--- src/rtl/interrupt_controller.sv ---
// interrupt_controller: 8-source edge-triggered interrupt controller with fixed priority (0 highest).
// Single in-service slot; EOI write frees it. Registers at BASE_ADDR..BASE_ADDR+3.
module interrupt_controller #(
    parameter logic [15:0] BASE_ADDR = 16'h10F0
) (
    input  logic        clk,
    input  logic        rst_n,
    input  logic [7:0]  irq_src,
    input  logic [15:0] io_addr,
    input  logic [7:0]  io_wdata,
    input  logic        io_we,
    input  logic        io_re,
    output logic [7:0]  io_rdata,
    output logic        irq,
    input  logic        irq_ack
);
    typedef enum logic {IDLE, BUSY} state_t;

    state_t      state_q, state_d;
    logic [7:0]  sync1_q, sync1_d, sync2_q, sync2_d, hist_q, hist_d;
    logic [7:0]  pending_q, pending_d, mask_q, mask_d, rdata_q, rdata_d;
    logic [2:0]  idx_q, idx_d, top_idx;
    logic [15:0] off;
    logic        hit, wr_pend, wr_mask, wr_eoi, ack_take, eoi;
    logic [7:0]  rise, qual, clr, active;

    always_comb begin
        off     = io_addr - BASE_ADDR;
        hit     = off[15:2] == 14'd0;
        wr_pend = io_we && hit && off[1:0] == 2'd0;
        wr_mask = io_we && hit && off[1:0] == 2'd1;
        wr_eoi  = io_we && hit && off[1:0] == 2'd3;
    end

    always_comb begin
        top_idx = 3'd0;
        for (int i = 7; i >= 0; i--)
            if (qual[i]) top_idx = 3'(i);
    end

    // Clears are applied before new edges are OR'd in, so a fresh edge always survives.
    always_comb begin
        sync1_d   = irq_src;
        sync2_d   = sync1_q;
        hist_d    = sync2_q;
        rise      = sync2_q & ~hist_q;
        qual      = pending_q & mask_q;
        ack_take  = state_q == IDLE && irq_ack && |qual;
        eoi       = state_q == BUSY && wr_eoi;
        clr       = (wr_pend ? io_wdata : 8'h00) | (ack_take ? 8'h01 << top_idx : 8'h00);
        pending_d = (pending_q & ~clr) | rise;
        mask_d    = wr_mask ? io_wdata : mask_q;
        idx_d     = ack_take ? top_idx : eoi ? 3'd0 : idx_q;
        active    = {state_q == BUSY, 4'b0000, idx_q};
        rdata_d   = !(io_re && hit) ? 8'h00 :
                    off[1:0] == 2'd0 ? pending_q :
                    off[1:0] == 2'd1 ? mask_q :
                    off[1:0] == 2'd2 ? active : 8'h00;
    end

    always_comb begin
        state_d = state_q == IDLE ? (ack_take ? BUSY : IDLE) : (eoi ? IDLE : BUSY);
    end

    always_comb begin
        irq      = state_q == IDLE && |qual;
        io_rdata = rdata_q;
    end

    always_ff @(posedge clk or negedge rst_n) begin
        if (!rst_n) begin
            state_q   <= IDLE;
            sync1_q   <= '0;
            sync2_q   <= '0;
            hist_q    <= '0;
            pending_q <= '0;
            mask_q    <= '0;
            idx_q     <= '0;
            rdata_q   <= '0;
        end else begin
            state_q   <= state_d;
            sync1_q   <= sync1_d;
            sync2_q   <= sync2_d;
            hist_q    <= hist_d;
            pending_q <= pending_d;
            mask_q    <= mask_d;
            idx_q     <= idx_d;
            rdata_q   <= rdata_d;
        end
    end
endmodule

--- config.mk ---
export PLATFORM = sky130hd
export DESIGN_NAME = interrupt_controller
export DESIGN_NICKNAME = d
export VERILOG_FILES = /design/src/rtl/interrupt_controller.sv
export SDC_FILE = /design/constraint.sdc
export NUM_CORES = 1
export LEC_CHECK = 0
export CAP_MARGIN = 20
export CORE_MARGIN = 1
export CORE_UTILIZATION = 49
export CTS_CLUSTER_SIZE = 25
export DETAILED_ROUTE_END_ITERATION = 8
export GPL_TIMING_DRIVEN = 0
export PLACE_DENSITY = 0.78
export SETUP_SLACK_MARGIN = 0.05
export SLEW_MARGIN = 0
export SYNTH_ARGS = -nofsm -noshare
export SYNTH_HDL_FRONTEND = slang
export SYNTH_SLANG_ARGS = --single-unit
export TNS_END_PERCENT = 20
--- constraint.sdc ---
create_clock -name clk -period 2.1 [get_ports clk]
set_clock_uncertainty 0.2 [all_clocks]
set_input_delay 0.42 -clock clk [delete_from_list [all_inputs] [get_ports clk]]
set_output_delay 0.42 -clock clk [all_outputs]
set_load 0.01 [all_outputs]
* Yosys cells after proc, flatten, opt, wreduce, memory -nomap -nowiden
Cells that the tools add are included.
** Storage, ports and cells
- Flip-flop bits (word level) :: 52
- Input port bits :: 37
- Output and inout bits :: 9
- Logic and storage cells :: 53
** Operators by class
- Add/sub/neg operators :: 1
- Eq/ne operators :: 3
- Shift operators :: 1
- Multiplexer cells :: 19
- Bitwise gates (word level) :: 8
- Reduce and logical (&&, ||, !) cells :: 13
** Operators by type and width (number)
- 8-bit 2-to-1 mux :: 6
- 3-bit 2-to-1 mux :: 10
- 8-bit bitwise AND :: 3
- 8-bit NOT :: 2
- 8-bit OR :: 2
- 16-bit by 13-bit subtractor with 16-bit output, second input constant :: 1
- 14-bit logical NOT :: 1
- 1-bit logical AND :: 9
- 8-bit OR reduction :: 1
- 1-bit by 3-bit << shifter with 8-bit output, first input constant :: 1
- 2-bit == test, second input constant :: 2
- 1-bit 2-to-1 mux :: 3
- 2-bit by 1-bit == test with 1-bit output, second input constant :: 1
- 2-bit logical NOT :: 1
- 2-bit nonzero test :: 1
- 1-bit NOT :: 1

* Logic depth before layout (Yosys ltp)
Gate-level depths: netlist (run 1).
- Word-level depth :: 15
- Gate-level depth with buffers :: 5
- Depth with buffers taken out :: 5

* Least setup slack after synthesis (run 1)
Ideal clock, no wire load.
- Path kind :: in2reg
- Start point :: input io_addr[9]
- End point :: register pending_q[0]
- Library setup time :: 0.122 ns
- Arrival :: 1.605 ns
- Required time :: 1.778 ns
- Slack :: 0.173 ns
- Stages on the path :: 5
- Path buffers :: 0
- Path through :: nor4b_4 nand4_2 nor4b_4 nand2_1 a32o_1
** Between the ends
- Longest elaborated chain between the ends :: 9
** RTL lines
- from (decl) :: RTL line 9 : input logic [15:0] io_addr,
- 16-bit by 13-bit subtractor with 16-bit output :: RTL line 28 : off = io_addr - BASE_ADDR;
- 14-bit logical NOT :: RTL line 29 : hit = off[15:2] == 14'd0;
- 1-bit logical AND (2 in series) :: RTL line 30 : wr_pend = io_we && hit && off[1:0] == 2'd0;
- 8-bit 2-to-1 mux :: RTL line 50 : clr = (wr_pend ? io_wdata : 8'h00) | (ack_take ? 8'h01 << top_idx : 8'h00);
- 8-bit OR :: RTL line 50
- 8-bit NOT :: RTL line 51 : pending_d = (pending_q & ~clr) | rise;
- 8-bit bitwise AND :: RTL line 51
- 8-bit OR :: RTL line 51
- via pending_d[0] :: RTL line 21 : logic [7:0] pending_q, pending_d, mask_q, mask_d, rdata_q, rdata_d;
- to (signal assigned) :: RTL line 85 : pending_q <= pending_d;
- to (decl) :: RTL line 21
The timed path passes the listed nets, and every way through them passes these cells.
A chain may end at the register's enable or synchronous reset.

* Worst setup path in the final report (run 1)
- Start point :: input io_addr[8]
- End point :: register pending_q[1]
The elaborated chain is that of the path after synthesis.

==> results.md, run 1 <==
* Detailed Route WL at 4.70 mm
* Drt drc at 0
* Fin. max-slew vios at 0
* Core area at a little over 4000 um^2
* Worst-margin pin slew at 0.687 ns
* H-tree Lvls at 2
* Post-synth EDFFs at 0
* Initial Util at a little over 50%
* Status: finished clean
* Post-DP HPWL at 3.08 mm
* Worst-case clock buffer depth at 2
* GRT Resource Usage Total at between 20% and 30%
* Worst Path Required at about 2.1 ns
* CP Class: input pin to flip-flop
* FP Rows at 23
* Crit path launch type: input pin
* Initial antenna violation count at 0
* Reg clk slew, reported paths at 0.08 ns
* Flops & latches, synth at 52
* Placer's final routability congestion estimate at ~0.84
* Drt first pass iters at 4
* Cell Pwr Density at between 600 and 700 nW/um^2
* ANT cells at 0
* Minimum hold slack at ~0.15 ns
* Mapped cell area at ~2100 um^2
* Sequential area share after synthesis at about 63%
* Ys flop type: dfrtp_1
* Commonest non-fill, non-tap cells in the layout: 51 x dfrtp_1, 29 x clkdlybuf4s50_1, 14 x buf_4
* Worst-Skew Late Latency at roughly 0.3 ns
* Placed Area at between 2000 and 3000 um^2
* Initial DRC count at 74
* Hold Violations, Final at 0
* Setup crit end kind: flip-flop
* Routed vias/inst at around 5.6
* Pleak at about 1.3 nW
* Commonest non-fill, non-tap cell in the layout: dfrtp_1
* Final worst path period need at 2.06 ns
* Die area at between 4000 and 5000 um^2
* # Max-Cap Violations at 0
* Flop pwr share at roughly 57%
* Sw frac at around a fifth
* P_sw at approximately 360 uW
* Vias at about 1600
* CTS sink cnt at 52
* Max VDD drop at approximately 0.00046 V
* Grt ovf at 0
* Cell-internal power at ~1.4 mW
* Syn Area/Cell at between 10 and 15 um^2
* Mapped Nets at 200
* Worst hold path type: flip-flop to flip-flop
* Number of global-route vias before repair at 1593
* Area Overhead vs Synth at 40.4%
* Wire per inst at ~17 um
* Post-route cell area at 2910 um^2
* Comb pwr share at 7.7%
* Final Cycle Share at between 90% and 100%
* First-pass GRT wire length at roughly 7.2 mm
* Post-synth cell types at 31
* Chip width at 67.0 um
* Final setup fails at 0
* Yosys warns at 0
* Final Net Count at between 200 and 300
* CTS buffer count at 5
* Achievable frequency at just under 500 MHz
* Largest net degree at the start of global routing at 39
* Worst R2R Setup Slack at around 0.2 ns
* Relative slew slack at about 54%
* RSZ-0062 raised after global routing: true
* Detail Route Antenna Nets at 0
* Clock share of power at 34.8%
* Worst-path fanout max at 4
* Worst EP arrival at slightly above 2 ns
* Post-synth top area share at roughly 63%
* Top post-synthesis cells by area: dfrtp_1 63%, mux2_2 4.4%, a32o_1 3.9%, mux2i_1 3.9%, nand2_1 2.9%
* Die height at 67.0 um
* Layout cells sized above 1 at between 20% and 30%
* Port bufs at 45
* CTS root buffer: clkbuf_8
* Asr flop ratio synth at between 90% and 100%
* Mapped Cells at ~160
* Area leader, netlist: dfrtp_1
* CTS tree: built
* Ports at 46
[final cells by class]
cell class	count	area (um^2)
fillers	255	1120
repair buffers	62	601
flip-flops and latches	52	1300
well taps	50	62.6
inverters	9	33.8
clock buffers	5	68.8
clock inverters	1	30.0
plain buffers	2	7.51
multi-input cells	100	800
[flip-flops by register name, summed over array words and instances (netlist names)]
| signal | flops |
|---|---|
| hist_d | 8 |
| hist_q | 8 |
| idx_q | 3 |
| io_rdata | 8 |
| mask_q | 8 |
| pending_q | 8 |
| state_q | 1 |
| sync1_q | 8 |
[synthesized netlist by cell type (2+ instances only)]
master,count
a21oi_1,4
a22o_1,2
a22oi_1,4
a32o_1,8
a32oi_1,3
and2_1,2
and4_1,2
dfrtp_1,52
inv_1,9
mux2_2,8
mux2i_1,8
nand2_1,16
nand2b_1,2
nand3_1,5
nand4_1,3
nor2_1,14
nor2b_1,3
nor3_1,4
nor4b_4,2
[what timing repair did]
item,4_1_cts,5_1_grt
hold endpoints to repair,14,0
resized for setup,20,16
pin swaps,12,15
hold buffers,1,0
cloned,0,0
setup endpoints to repair,17,17
buffers inserted,10,5
[worst paths after layout]
check                              from           end  cells past startpoint
setup / recovery             io_addr[8]  pending_q[1]                      7
hold reg to reg              sync1_q[5]     hist_d[5]                      0
min in group asynchronous         rst_n   io_rdata[0]                      2
setup reg to reg           pending_q[3]  pending_q[4]                      6
hold / removal               sync1_q[5]     hist_d[5]                      0
max in group asynchronous         rst_n     mask_q[2]                      3
[cells by family (layout without fill, tap and decap cells)]
family                 after synthesis  after routing  synth area share (%)
AO/OA/AOI/OAI                       27             27                  10.7
buffers and inverters               11             79                  1.99
flip-flops                          52             52                  62.9
multiplexers                        16             16                  8.22
AND/OR/NAND/NOR                     57             57                  16.2
[through the flow]
stage               cells  worst slack (ns)  setup TNS, ns  power [mW]  util (%)
finish                281            0.0444              0        1.80      72.1
global route          281            0.0110              0        1.88      72.1
CTS                   276            0.0461              0        1.81      69.5
detailed placement    259            -0.623         -10.15        1.19      64.5
global placement      258            -0.928         -57.59        1.18      64.1
floorplan             163             0.173              0        1.08         -
[metal layers]
metal  vias to the layer above  global-route usage [%]  wire, um
li1                        728                       -         -
met1                       777                    24.0      1800
met2                        62                    39.8      2480
met3                        13                    7.71       286
met4                         0                    11.2       128
met5                         -                       0         0
[power by group through the flow]
stage / registers, mW / clock network, mW / logic (mW)
after detailed placement: 1.06 / 0 / 0.137
final: 1.03 / 0.626 / 0.139
after CTS: 1.04 / 0.642 / 0.136
after global placement: 1.05 / 0 / 0.130
after global routing: 1.04 / 0.686 / 0.151
after floorplan: 1.05 / 0 / 0.0318
[critical path: stages]
cell and delay [ns]:
clkdlybuf4s50_1 0.48, nor2_4 0.17, nand4_4 0.13, nor4b_4 0.33
buf_4 0.21, nand2_2 0.05, a32o_1 0.26
Power figures use the tool's default switching activity.
==> run 2, diff against run 1 <==
==> constraint.sdc (replaced) <==
create_clock -name clk -period 2 [get_ports clk]
set_clock_uncertainty 0.2 [all_clocks]
set_input_delay 0.4 -clock clk [delete_from_list [all_inputs] [get_ports clk]]
set_output_delay 0.4 -clock clk [all_outputs]
set_load 0.01 [all_outputs]
==> results.md, run 2 (synthesized netlist as in run 1, its figures left out) <==
* Chip width at 67.0 um (unchanged)
* # Max-Cap Violations at 0 (unchanged)
* Final Cycle Share at 99.1%
* Grt ovf at 0 (unchanged)
* Commonest non-fill, non-tap cells in the layout: 51 x dfrtp_1, 27 x clkdlybuf4s50_1, 14 x nor2_1, 14 x nand2_1, 12 x buf_4 (was 51 x dfrtp_1, 29 x clkdlybuf4s50_1, 14 x buf_4)
* Initial antenna violation count at 0 (unchanged)
* Final WS setup at 0.0173 ns (was 0.0444 ns)
* First-pass GRT wire length at 7.22 mm (was 7.18 mm)
* Final Net Count at 267 (was 269)
* Initial Util at 51.4% (unchanged)
* Cell-internal power at 1.51 mW (was 1.44 mW)
* Final worst path period need at slightly below 2 ns
* Reg clk slew, reported paths at 0.08 ns (about the same)
* Core area at 4030 um^2 (unchanged)
* Status: finished clean (unchanged)
* Drt drc at 0 (unchanged)
* Flop pwr share at 57.7% (was 57.5%)
* CP max stage cell: dfrtp_1 (was clkdlybuf4s50_1)
* Cell Pwr Density at 661 nW/um^2 (was 620 nW/um^2)
* Commonest non-fill, non-tap cell in the layout: dfrtp_1 (unchanged)
* Worst-Skew Late Latency at 0.30 ns (about the same)
* Achievable frequency at 504 MHz
* FP Rows at 23 (unchanged)
* Die height at 67.0 um (unchanged)
* Hold Startpoint: sync1_q[5] (unchanged)
* Final setup fails at 0 (unchanged)
* Family with the most delay on the worst path: flip-flops (was buffers and inverters)
* GRT Resource Usage Total at 22.8% (was 22.7%)
* Layout fillers at 260 (was 255)
* Detailed Route WL at 4.54 mm (was 4.70 mm)
* Crit path launch type: flip-flop (was input pin)
* Ports at 46 (unchanged)
* Port bufs at 45 (unchanged)
* CTS tree: built (unchanged)
* Wire per inst at 16.3 um (was 16.7 um)
* P_sw at 373 uW (was 358 uW)
* WP buf/inv at 1 (was 2)
* Critical Path Start: pending_q[1] (was io_addr[8])
* ANT cells at 0 (unchanged)
* Worst EP arrival at 1.38 ns (was 2.04 ns)
* CTS root buffer: clkbuf_8 (unchanged)
* Max VDD drop at 0.000495 V (was 0.000462 V)
* Setup crit end kind: primary output (was flip-flop)
* Worst-case clock buffer depth at 2 (unchanged)
* Initial DRC count at 49 (was 74)
* Detail Route Antenna Nets at 0 (unchanged)
* CTS buffer count at 5 (unchanged)
* Crit-path cells: a22oi_2 > and4_1 > nor2_1 > buf_2 (was clkdlybuf4s50_1 > nor2_4 > nand4_4 > nor4b_4 > buf_4 > nand2_2 > a32o_1)
* CP peak stage delay at 0.43 ns (was 0.48 ns)
* Die area at 4490 um^2 (unchanged)
* Placer's final routability congestion estimate at 0.839 (unchanged)
* Worst hold path type: flip-flop to flip-flop (unchanged)
* Worst-margin pin slew at 0.702 ns (was 0.687 ns)
* Vias at 1566 (was 1580)
* Comb pwr share at 7.3% (was 7.7%)
* Fin. max-slew vios at 0 (unchanged)
* Worst slack at placement at -0.703 ns (was -0.623 ns)
* Drt first pass iters at 5 (was 4)
* Routed vias/inst at 5.61 (was 5.62)
* Finished Core Util at 70.7% (was 72.1%)
* CP Class: flip-flop to primary output (was input pin to flip-flop)
* Number of global-route vias before repair at 1586 (was 1593)
* Relative slew slack at 53.2% (was 54.2%)
* Hold Violations, Final at 0 (unchanged)
* RSZ-0062 raised after global routing: true (unchanged)
* CTS sink cnt at 52 (unchanged)
* Sw frac at 19.8% (was 19.9%)
* Worst-path fanout max at 4 (unchanged)
* Worst Path Required at 1.40 ns (was 2.08 ns)
* Layout cells sized above 1 at 19.7% (was 21.6%)
* Post-DP HPWL at 3.08 mm (unchanged)
* Largest net degree at the start of global routing at 39 (unchanged)
* Reg2reg start: pending_q[3] (unchanged)
* Clock share of power at 34.9% (was 34.8%)
* H-tree Lvls at 2 (unchanged)
* Pleak at 1.26 nW (was 1.31 nW)
* Area Overhead vs Synth at 37.7% (was 40.4%)
## run 2: changes by cell type in the layout (fill, tap and decap cells not counted), moves of 2 or more
cell,change
buf_4,-2
clkdlybuf4s15_1,+4
dlymetal6s2s_1,-4
clkdlybuf4s50_1,-2
dlygate4sd2_1,+2
## run 2: area by class of cell
| cell class | instances | area (um^2) | share of cell area [%] |
|---|---|---|---|
| Timing Repair Buffer | 60 | 573 | 20.1 |
| Sequential cell | 52 | 1300 | 45.7 |
| Clock buffer | 5 | 68.8 | 2.42 |
| Buffer | 2 | 8.76 | 0.307 |
| Tap cell | 50 | 62.6 | 2.20 |
| Clock inverter | 1 | 30.0 | 1.05 |
| Inverter | 9 | 33.8 | 1.19 |
| Multi-Input combinational cell | 100 | 769 | 27.0 |
## run 2: final timing paths
kind / cells after the start / to / slack [ns]
max: 4 / irq / 0.02
min reg2reg: 0 / hist_d[5] / 0.15
max in group asynchronous: 3 / mask_q[2] / 0.73
min: 0 / hist_d[5] / 0.15
min in group asynchronous: 2 / io_rdata[0] / 0.35
max reg2reg: 6 / pending_q[4] / 0.10
## run 2: metrics by stage
step	cells	area [um^2]	setup TNS, ns	power, mW	hold WS [ns]
floorplan	163	2070	0	1.14	-0.0956
global placement	258	2580	-64.07	1.24	0.132
detailed placement	259	2600	-12.47	1.25	0.124
CTS	277	2820	0	1.90	0.156
global route	279	2850	-0.0609	1.96	0.160
finish	279	2850	0	1.88	0.154
## run 2: worst register-to-register path, stage by stage (launching register included)
cell and delay (ns):
dfrtp_1 0.41, buf_4 0.16, a21boi_0 0.13, a32oi_1 0.22
o21ai_0 0.22, nand2b_1 0.21, a32o_1 0.25
## run 2: repair_timing
item,in CTS,in global routing
pin swaps,20,8
hold buffers,1,0
hold endpoints to repair,14,0
setup endpoints to repair,21,19
gates resized for setup,29,8
buffers inserted,11,2
## run 2: power by group through the flow
| stage | sequential, mW | clock, mW | combinational [mW] |
|---|---|---|---|
| 4_1_cts | 1.09 | 0.675 | 0.139 |
| 2_1_floorplan | 1.10 | 0 | 0.0334 |
| 3_3_place_gp | 1.11 | 0 | 0.136 |
| 6_report | 1.09 | 0.658 | 0.138 |
| 3_5_place_dp | 1.11 | 0 | 0.144 |
| 5_1_grt | 1.09 | 0.720 | 0.150 |
## run 2: metal layers
metal,vias to the layer above,GRT usage [%],share of wire [%]
li1,719,-,-
met1,764,24.5,39
met2,70,39.0,51
met3,13,7.71,7.1
met4,0,12.2,3.0
met5,-,0,0
